File: src/rtl/btn_debounce_pkg.sv
// Shared types and defaults for the button debouncer.
// State encoding is fixed so level is the MSB of the state.
package btn_debounce_pkg;

  typedef enum logic [1:0] {
    ST_LO = 2'b00,
    WT_HI = 2'b01,
    ST_HI = 2'b11,
    WT_LO = 2'b10
  } state_e;

  localparam int DEF_SYNC_STAGES     = 2;
  localparam int DEF_DEBOUNCE_CYCLES = 16;

  function automatic logic is_high(state_e st);
    return (st == ST_HI) || (st == WT_LO);
  endfunction

endpackage

File: src/rtl/btn_debounce_sync_ff.sv
// N-stage single-bit synchroniser.
// All stages clear to 0 on synchronous reset.
module sync_ff #(
  parameter int STAGES = 2
) (
  input  logic clk,
  input  logic rst,
  input  logic d,
  output logic q
);

  logic [STAGES-1:0] chain;

  // Shift the raw pin through the flop chain
  always_ff @(posedge clk) begin
    if (rst) begin
      chain <= '0;
    end else begin
      chain <= {chain[STAGES-2:0], d};
    end
  end

  assign q = chain[STAGES-1];

endmodule

File: src/rtl/btn_debounce.sv
// Push-button conditioner: synchroniser plus counter-qualified FSM.
// Emits a registered level and one-cycle rise/fall pulses.
module btn_debounce
  import btn_debounce_pkg::*;
#(
  parameter int SYNC_STAGES     = DEF_SYNC_STAGES,
  parameter int DEBOUNCE_CYCLES = DEF_DEBOUNCE_CYCLES,
  parameter int CNT_W           = $clog2(DEBOUNCE_CYCLES + 1)
) (
  input  logic clk,
  input  logic rst,
  input  logic btn_in,
  output logic level,
  output logic rise_pulse,
  output logic fall_pulse
);

  localparam logic [CNT_W-1:0] CNT_MAX = CNT_W'(DEBOUNCE_CYCLES);
  localparam logic [CNT_W-1:0] CNT_ONE = CNT_W'(1);
  localparam bit               SINGLE  = (DEBOUNCE_CYCLES == 1);

  logic             s;
  state_e           state;
  state_e           state_n;
  logic [CNT_W-1:0] cnt;
  logic [CNT_W-1:0] cnt_n;
  logic [CNT_W-1:0] cnt_inc;
  logic             rise_n;
  logic             fall_n;

  sync_ff #(
    .STAGES(SYNC_STAGES)
  ) u_sync (
    .clk(clk),
    .rst(rst),
    .d  (btn_in),
    .q  (s)
  );

  assign cnt_inc = cnt + CNT_ONE;

  // Next state, counter and pulse decisions
  always_comb begin
    state_n = state;
    cnt_n   = cnt;
    rise_n  = 1'b0;
    fall_n  = 1'b0;
    unique case (state)
      ST_LO: begin
        if (s) begin
          if (SINGLE) begin
            state_n = ST_HI;
            cnt_n   = '0;
            rise_n  = 1'b1;
          end else begin
            state_n = WT_HI;
            cnt_n   = CNT_ONE;
          end
        end
      end
      WT_HI: begin
        if (!s) begin
          state_n = ST_LO;
          cnt_n   = '0;
        end else if (cnt_inc == CNT_MAX) begin
          state_n = ST_HI;
          cnt_n   = '0;
          rise_n  = 1'b1;
        end else begin
          cnt_n = cnt_inc;
        end
      end
      ST_HI: begin
        if (!s) begin
          if (SINGLE) begin
            state_n = ST_LO;
            cnt_n   = '0;
            fall_n  = 1'b1;
          end else begin
            state_n = WT_LO;
            cnt_n   = CNT_ONE;
          end
        end
      end
      WT_LO: begin
        if (s) begin
          state_n = ST_HI;
          cnt_n   = '0;
        end else if (cnt_inc == CNT_MAX) begin
          state_n = ST_LO;
          cnt_n   = '0;
          fall_n  = 1'b1;
        end else begin
          cnt_n = cnt_inc;
        end
      end
      default: begin
        state_n = ST_LO;
        cnt_n   = '0;
      end
    endcase
  end

  // State, counter and registered outputs
  always_ff @(posedge clk) begin
    if (rst) begin
      state      <= ST_LO;
      cnt        <= '0;
      level      <= 1'b0;
      rise_pulse <= 1'b0;
      fall_pulse <= 1'b0;
    end else begin
      state      <= state_n;
      cnt        <= cnt_n;
      level      <= is_high(state_n);
      rise_pulse <= rise_n;
      fall_pulse <= fall_n;
    end
  end

endmodule

File: config.mk
export PLATFORM = sky130hd
export DESIGN_NAME = btn_debounce
export DESIGN_NICKNAME = d
export VERILOG_FILES = /design/src/rtl/btn_debounce_pkg.sv /design/src/rtl/btn_debounce_sync_ff.sv /design/src/rtl/btn_debounce.sv
export SDC_FILE = /design/constraint.sdc
export NUM_CORES = 1
export LEC_CHECK = 0
export BUFFER_PORTS_ARGS = -buffer_cell sky130_fd_sc_hd__buf_2
export CAP_MARGIN = 25
export CORE_MARGIN = 2
export CORE_UTILIZATION = 50
export DETAILED_ROUTE_END_ITERATION = 8
export GPL_ROUTABILITY_DRIVEN = 0
export GPL_TIMING_DRIVEN = 1
export PLACE_DENSITY = 0.81
export REMOVE_ABC_BUFFERS = 1
export SLEW_MARGIN = 20
export SYNTH_ARGS = -nofsm -noshare
export SYNTH_HDL_FRONTEND = slang
export SYNTH_SLANG_ARGS = --single-unit
File: constraint.sdc
create_clock -name clk -period 1.44 [get_ports clk]
set_input_delay 0.144 -clock clk [delete_from_list [all_inputs] [get_ports clk]]
set_output_delay 0.144 -clock clk [all_outputs]
set_load 0.005 [all_outputs]
==> results of run 1 <==
[cell type report]
class,instances,area [um^2],share of cell area (%)
Timing Repair Buffer,27,197.7,19.34
Clock buffer,4,36.28,3.550
Inverter,4,17.52,1.714
Sequential cell,12,252.7,24.72
Tap cell,15,18.77,1.836
Multi-Input combinational cell,57,499.2,48.84
[cell families after synthesis]
| group | count (synthesis) |
|---|---|
| AOI/OAI and AO/OA | 25 |
| buffers and inverters | 7 |
| and+or+nand+nor | 24 |
| adders and majority gates | 6 |
| DFF | 12 |
| muxes | 2 |
[where the power goes]
group	internal [W]	switching [W]
logic	0.000192	0.000166
registers	0.000359	0.0000240
clock network	0.000154	0.000127
[worst max-delay path, stage by stage, from the launching register on]
cell	delay, ns
sky130_fd_sc_hd__dfxtp_4	0.37
sky130_fd_sc_hd__buf_6	0.12
sky130_fd_sc_hd__ha_4	0.15
sky130_fd_sc_hd__buf_4	0.15
sky130_fd_sc_hd__a211o_1	0.26
sky130_fd_sc_hd__a41oi_2	0.25
sky130_fd_sc_hd__a221oi_2	0.12
[routing by layer]
metal / up-vias / part of all wire [%] / GRT usage [%]
met5: - / 0 / 0
met4: 0 / 2.5 / 17.50
met3: 4 / 3.6 / 8.152
met2: 15 / 54 / 42.19
met1: 342 / 40 / 30.69
li1: 342 / - / -
[cell usage in the layout (no fill, tap or decap), types with 2 or more instances in the layout]
cell type,n
sky130_fd_sc_hd__nor3_1,2
sky130_fd_sc_hd__nor2b_1,3
sky130_fd_sc_hd__nor2_1,3
sky130_fd_sc_hd__dfxtp_1,6
sky130_fd_sc_hd__dfxtp_2,4
sky130_fd_sc_hd__clkbuf_4,3
sky130_fd_sc_hd__buf_6,2
sky130_fd_sc_hd__a21oi_1,4
sky130_fd_sc_hd__ha_2,3
sky130_fd_sc_hd__inv_1,2
sky130_fd_sc_hd__ha_4,2
sky130_fd_sc_hd__nand2_1,7
sky130_fd_sc_hd__buf_4,20
sky130_fd_sc_hd__nand3b_1,2
sky130_fd_sc_hd__o21ai_0,2
sky130_fd_sc_hd__buf_2,5
sky130_fd_sc_hd__o21ai_1,2
sky130_fd_sc_hd__a221oi_2,2
sky130_fd_sc_hd__dfxtp_4,2
[flip-flops by register name (all words and copies together), names as in the netlist]
register / count
u_sync.chain: 2
fall_pulse: 1
cnt: 5
rise_pulse: 1
state: 2
level: 1
[what timing repair did]
item	in CTS	in global routing
pin swaps	10	4
gates resized for setup	26	11
buffers inserted	3	1
endpoints found under the setup margin	8	8
hold endpoints to repair	0	0
[metrics by stage]
| stage | cells | hold WS (ns) |
|---|---|---|
| 2_1_floorplan | 73 | 0.2131 |
| 3_3_place_gp | 111 | 0.3597 |
| 3_5_place_dp | 111 | 0.3784 |
| 4_1_cts | 118 | 0.08126 |
| 5_1_grt | 119 | 0.09112 |
| 6_report | 119 | 0.08718 |
[worst paths after layout]
| kind | startpoint | to | slack [ns] | cells after the start |
|---|---|---|---|---|
| worst max-delay path | state[1] | level | -0.11 | 6 |
| worst min-delay path | btn_in | u_sync.chain[0] | 0.09 | 2 |
| worst max register to register | state[1] | level | -0.11 | 6 |
| worst min register to register | u_sync.chain[0] | u_sync.chain[1] | 0.45 | 1 |
==> impl_summary.log, run 1 <==
[metrics] dominant synthesized flop cell: sky130_fd_sc_hd__dfxtp_1
[metrics] critical path launch point type: flop
[metrics] dominant cell type by area after synthesis: sky130_fd_sc_hd__dfxtp_1
[metrics] final worst path period need: 1.549 ns
[metrics] worst setup slack after layout: -0.1092 ns
[metrics] clock insertion delay at the later pin of the skew report: 0.29 ns
[metrics] number of H-tree branching levels: 1
[metrics] post-placement worst setup slack: -0.3007 ns
[metrics] Pre-antenna DRT Iters: 4
[metrics] Core Util, Final: 79.55%
[metrics] number of global-route vias before repair: 603
[metrics] Fin. Hold Viols: 0
[metrics] most area-consuming cells after synthesis: sky130_fd_sc_hd__dfxtp_1, sky130_fd_sc_hd__ha_1, sky130_fd_sc_hd__nand2_1
[metrics] fraction of the yosys area taken by sequential cells: 35.29%
[metrics] Synth Area in Adders: 11.03%
[metrics] Fillers: 87
[metrics] flip-flop and latch count after synthesis: 12
[metrics] ratio of cells with drive above 1 in the final layout: 54.81%
[metrics] Synth async-reset ratio: 0%
[metrics] maximum achievable frequency: 645.5 MHz
[metrics] CP Data Required Time: 1.61 ns
[metrics] maximum ir drop on the vdd rail: 0.6475 mV
[metrics] first-pass GRT wire length: 2718 um
[metrics] number of standard-cell rows in the floorplan: 13
[metrics] clock tree root buffer cell: sky130_fd_sc_hd__clkbuf_4
[metrics] transition time at the pin with the least slew margin: 0.3860 ns
[metrics] Die Area: 1672 um^2
[metrics] mean area per synthesized cell: 8.956 um^2
[metrics] worst hold path type: input port to flop
[metrics] antenna fix cells: 0
[metrics] Sink Count: 12
[metrics] DR vias: 703
[metrics] CTS Buf Count: 3
[metrics] dominant cell by count in the synthesized netlist: sky130_fd_sc_hd__dfxtp_1
[metrics] number of top-level design ports: 6
[metrics] Crit Path Class: flop to flop
[metrics] share of synthesized area spent on multiplexers: 3.125%
[metrics] Warnings, synthesis: 0
[metrics] hold buffer count at cts: 0
[metrics] leakage dissipation: 0.4044 nW
[metrics] category of the worst setup path capture point: flop
[metrics] die outline height: 40.90 um
[metrics] Setup Viol. Count Final: 8
[metrics] overall routed net length: 2027 um
[metrics] RSZ-0062 raised after global routing: yes
[metrics] total standard cell area after synthesis: 680.7 um^2
[metrics] reported max-cap violation count: 0
[metrics] standard cell core area: 1285 um^2
[metrics] instance area at placement: 847.1 um^2
[metrics] number of synthesized flops with an enable pin: 0
[metrics] total number of nets in the final design: 114
[metrics] Port-buffer cells: 5
[metrics] most used standard cells in the synthesized netlist: sky130_fd_sc_hd__dfxtp_1, sky130_fd_sc_hd__nand2_1, sky130_fd_sc_hd__ha_1, sky130_fd_sc_hd__o21ai_0
[metrics] worst-case clock skew: 0.01088 ns
[metrics] library cells used by synthesis: 35
[metrics] Crit path arrival time: 1.72 ns
[metrics] clock tree from TritonCTS: built
[metrics] Detail Route Antenna Nets: 0
[metrics] Slew headroom: 73.91%
[metrics] failing checks: negative setup slack
[metrics] x dimension of the die: 40.90 um
[metrics] initial antenna violation count: 0
[metrics] final clock period utilization by the worst path: 107.6%
[metrics] deepest clock path buffer count: 2
[metrics] overall track demand over capacity in global routing: 26.72%
[metrics] final count of pins violating max slew: 0
[metrics] number of design-rule violations left by the first detailed-router iteration: 14
[metrics] worst-path maximum fanout: 5
[metrics] final routed wire length divided by cell count: 17.03 um
[metrics] post-detailed-route via-to-cell ratio: 5.908
[metrics] compound-cell area share of the yosys netlist: 27.02%
[metrics] share of synthesized cell area in and, or, nand and nor gates: 19.49%
[metrics] power density over the cells: 1000 nW/um^2
[metrics] initial standard-cell utilization of the core: 52.97%
[metrics] Setup TNS Final: -0.5011 ns
[metrics] outcome: finished, violations left
[metrics] area share of xor/xnor cells in the synthesized design: 0%
[metrics] finished layout cell area: 1022 um^2
[metrics] number of design rule violations left after detail routing: 0
[metrics] main combinational cell family by area after synthesis: compound AO/OA/AOI/OAI gates
[metrics] Area Growth Syn to Fin: 50.18%
[metrics] largest net degree at the start of global routing: 15
[metrics] total gr overflow: 0
[metrics] cell count after synthesis: 76
[metrics] power after layout: 0.001023 W
[metrics] top cell type's share of synthesized area: 35.29%
[metrics] DP Wirelength: 1133 um
[metrics] clock slew seen by the registers of the worst setup and hold paths: 0.08 ns
(Power assumes the default switching activity.)
==> run 2: changes to the inputs <==
Settings changed: PLACE_DENSITY 0.81 to 0.71.
==> run 2 against run 1 <==
Effect of this change:
- the flow still finishes with violations (negative setup slack)
- flip-flop and latch count stayed put
- combinational power is 8.1% higher
- global-route usage is 2.8 points higher
- clock power is 2% lower
- clock skew is 0.0075 ns lower
- critical path depth stayed put
- wire length is 13% higher
- maximum frequency is 2.1% higher
- first-iteration DRC count grew to 2.6 times the previous value
- via count is 11% higher
==> impl_summary.log, run 2 (synthesis gave the netlist of run 1 again) <==
[metrics] Reg2Reg Launch Point: state[1]
[metrics] Fin. Hold Viols: 0
[metrics] deepest clock path buffer count: 2
[metrics] Slew headroom: 72.71%
[metrics] leakage dissipation: 0.4466 nW
[metrics] clock insertion delay at the later pin of the skew report: 0.28 ns
[metrics] reg-to-reg critical path endpoint: cnt[4]
[metrics] critical path launch point type: flop
[metrics] number of H-tree branching levels: 1
[metrics] Sink Count: 12
[metrics] total number of nets in the final design: 119
[metrics] clock tree root buffer cell: sky130_fd_sc_hd__clkbuf_4
[metrics] Int Power: 0.0007191 W
[metrics] Worst Reg2Reg Path Length in Cells: 6
[metrics] CP Data Required Time: 1.64 ns
[metrics] failing checks: negative setup slack
[metrics] register with the most flip-flops: cnt
[metrics] final count of pins violating max slew: 0
[metrics] Crit path arrival time: 1.72 ns
[metrics] DP Wirelength: 1231 um
[metrics] total gr overflow: 0
[metrics] clock slew seen by the registers of the worst setup and hold paths: 0.08 ns
[metrics] Setup Viol. Count Final: 7
[metrics] maximum ir drop on the vdd rail: 0.7905 mV
[metrics] Setup TNS Final: -0.3492 ns
[metrics] endpoint of the worst hold path: u_sync.chain[0]
[metrics] Die Area: 1672 um^2
[metrics] Crit Path Class: flop to flop
[metrics] worst setup slack after layout: -0.07766 ns
[metrics] Area Growth Syn to Fin: 60.48%
[metrics] final worst path period need: 1.518 ns
[metrics] origin of the worst min-delay path: btn_in
[metrics] outcome: finished, violations left
[metrics] switching power summed over all nets: 0.0003291 W
[metrics] biggest registers after layout: cnt: 5 flops, state: 2 flops, u_sync.chain: 2 flops
[metrics] number of standard-cell rows in the floorplan: 13
[metrics] number of design rule violations left after detail routing: 0
[metrics] die outline height: 40.90 um
[metrics] worst-path maximum fanout: 3
[metrics] DR vias: 778
[metrics] maximum achievable frequency: 658.9 MHz
[metrics] antenna fix cells: 0
[metrics] final standard cell count with taps included and fillers excluded: 124
[metrics] proportion of power drawn by combinational gates: 36.8%
[metrics] number of global-route vias before repair: 656
[metrics] Detail Route Antenna Nets: 0
[metrics] proportion of power drawn by flip-flops and latches: 36.8%
[metrics] commonest non-fill, non-tap cell in the layout: sky130_fd_sc_hd__buf_4
[metrics] x dimension of the die: 40.90 um
[metrics] CTS Buf Count: 3
[metrics] Net Sw Frac: 31.40%
[metrics] hold buffer count at cts: 0
[metrics] largest net degree at the start of global routing: 15
[metrics] Clk pwr share: 26.3%
[metrics] final clock period utilization by the worst path: 105.4%
[metrics] commonest cells after routing, fill and taps aside: sky130_fd_sc_hd__buf_4, sky130_fd_sc_hd__dfxtp_1, sky130_fd_sc_hd__nand2_1, sky130_fd_sc_hd__buf_2
[metrics] final routed wire length divided by cell count: 18.49 um
[metrics] RSZ-0062 raised after global routing: yes
[metrics] initial antenna violation count: 0
[metrics] number of top-level design ports: 6
[metrics] worst-case clock skew: 0.003337 ns
[metrics] initial standard-cell utilization of the core: 52.97%
[metrics] post-detailed-route via-to-cell ratio: 6.274
[metrics] worst hold path type: input port to flop
[metrics] Fillers: 72
[metrics] overall routed net length: 2293 um
[metrics] Pre-antenna DRT Iters: 4
[metrics] setup slack, reg-to-reg: -0.08 ns
[metrics] transition time at the pin with the least slew margin: 0.4088 ns
[metrics] reported max-cap violation count: 0
[metrics] power density over the cells: 959.6 nW/um^2
[metrics] standard cell core area: 1285 um^2
[metrics] category of the worst setup path capture point: flop
[metrics] ratio of cells with drive above 1 in the final layout: 56.88%
[metrics] post-placement cell count: 117
[metrics] number of design-rule violations left by the first detailed-router iteration: 37
[metrics] flip-flop count of the largest register, all copies and words added: 5
[metrics] clock tree from TritonCTS: built
[metrics] overall track demand over capacity in global routing: 29.55%
[metrics] hold depth: 2
[metrics] Port-buffer cells: 5
[metrics] first-pass GRT wire length: 2980 um
run 2: per-stage QoR:
stage / instance area (um^2) / power (W) / hold slack [ns] / util (%) / setup WS, ns
after floorplan: 668.1 / 0.0005119 / 0.2131 / - / -0.1243
after global placement: 892.1 / 0.0006474 / 0.3537 / 69.43 / -0.1422
after detailed placement: 892.1 / 0.0006557 / 0.3593 / 69.43 / -0.2123
after CTS: 1054 / 0.0009970 / 0.06998 / 81.99 / -0.04369
after global routing: 1092 / 0.001083 / 0.1017 / 85.00 / -0.1205
final: 1092 / 0.001048 / 0.06960 / 85.00 / -0.07766
run 2: worst max-delay path by stage:
| stage | endpoint | slack [ns] | depth (start not counted) | start |
|---|---|---|---|---|
| 6_report | cnt[4] | -0.08 | 6 | state[1] |
| 5_1_grt | state[0] | -0.12 | 8 | state[1] |
| 4_1_cts | cnt[4] | -0.04 | 6 | state[0] |
| 3_5_place_dp | cnt[4] | -0.21 | 6 | state[0] |
| 3_3_place_gp | state[1] | -0.14 | 4 | cnt[0] |
| 2_1_floorplan | cnt[4] | -0.12 | 6 | state[0] |
run 2: layout make-up:
| type | count | area [um^2] | share of cell area [%] |
|---|---|---|---|
| multi-input cells | 57 | 533.0 | 48.80 |
| flip-flops and latches | 12 | 249.0 | 22.79 |
| repair buffers | 32 | 235.2 | 21.53 |
| clock buffers | 4 | 36.28 | 3.322 |
| inverters | 4 | 20.02 | 1.833 |
| well taps | 15 | 18.77 | 1.718 |
run 2: power groups by stage:
stage / logic, W / registers [W] / clock network (W)
floorplan: 0.000131 / 0.000381 / 0
global placement: 0.000268 / 0.000380 / 0
detailed placement: 0.000275 / 0.000380 / 0
CTS: 0.000344 / 0.000380 / 0.000273
global route: 0.000408 / 0.000389 / 0.000285
finish: 0.000386 / 0.000386 / 0.000276
run 2: routing by layer:
metal	vias to the layer above	wire length (um)	part of all wire (%)	track usage (%)
met5	-	0	0	0
met4	0	42	1.8	13.33
met3	8	135	5.9	10.87
met2	38	1181	52	49.22
met1	378	933	41	33.01
li1	354	-	-	-
run 2: what timing repair did:
item	in CTS	in global routing
resized for setup	32	9
buffers inserted	3	0
pin swaps	11	5
setup endpoints to repair	10	8
hold endpoints to repair	0	0
run 2: worst max-delay path, cell delays in order, from the launching register on:
cell and delay (ns):
sky130_fd_sc_hd__dfxtp_4 0.38, sky130_fd_sc_hd__inv_4 0.05, sky130_fd_sc_hd__ha_4 0.15, sky130_fd_sc_hd__or3b_4 0.40, sky130_fd_sc_hd__a21boi_4 0.20, sky130_fd_sc_hd__inv_1 0.07, sky130_fd_sc_hd__o31ai_1 0.18
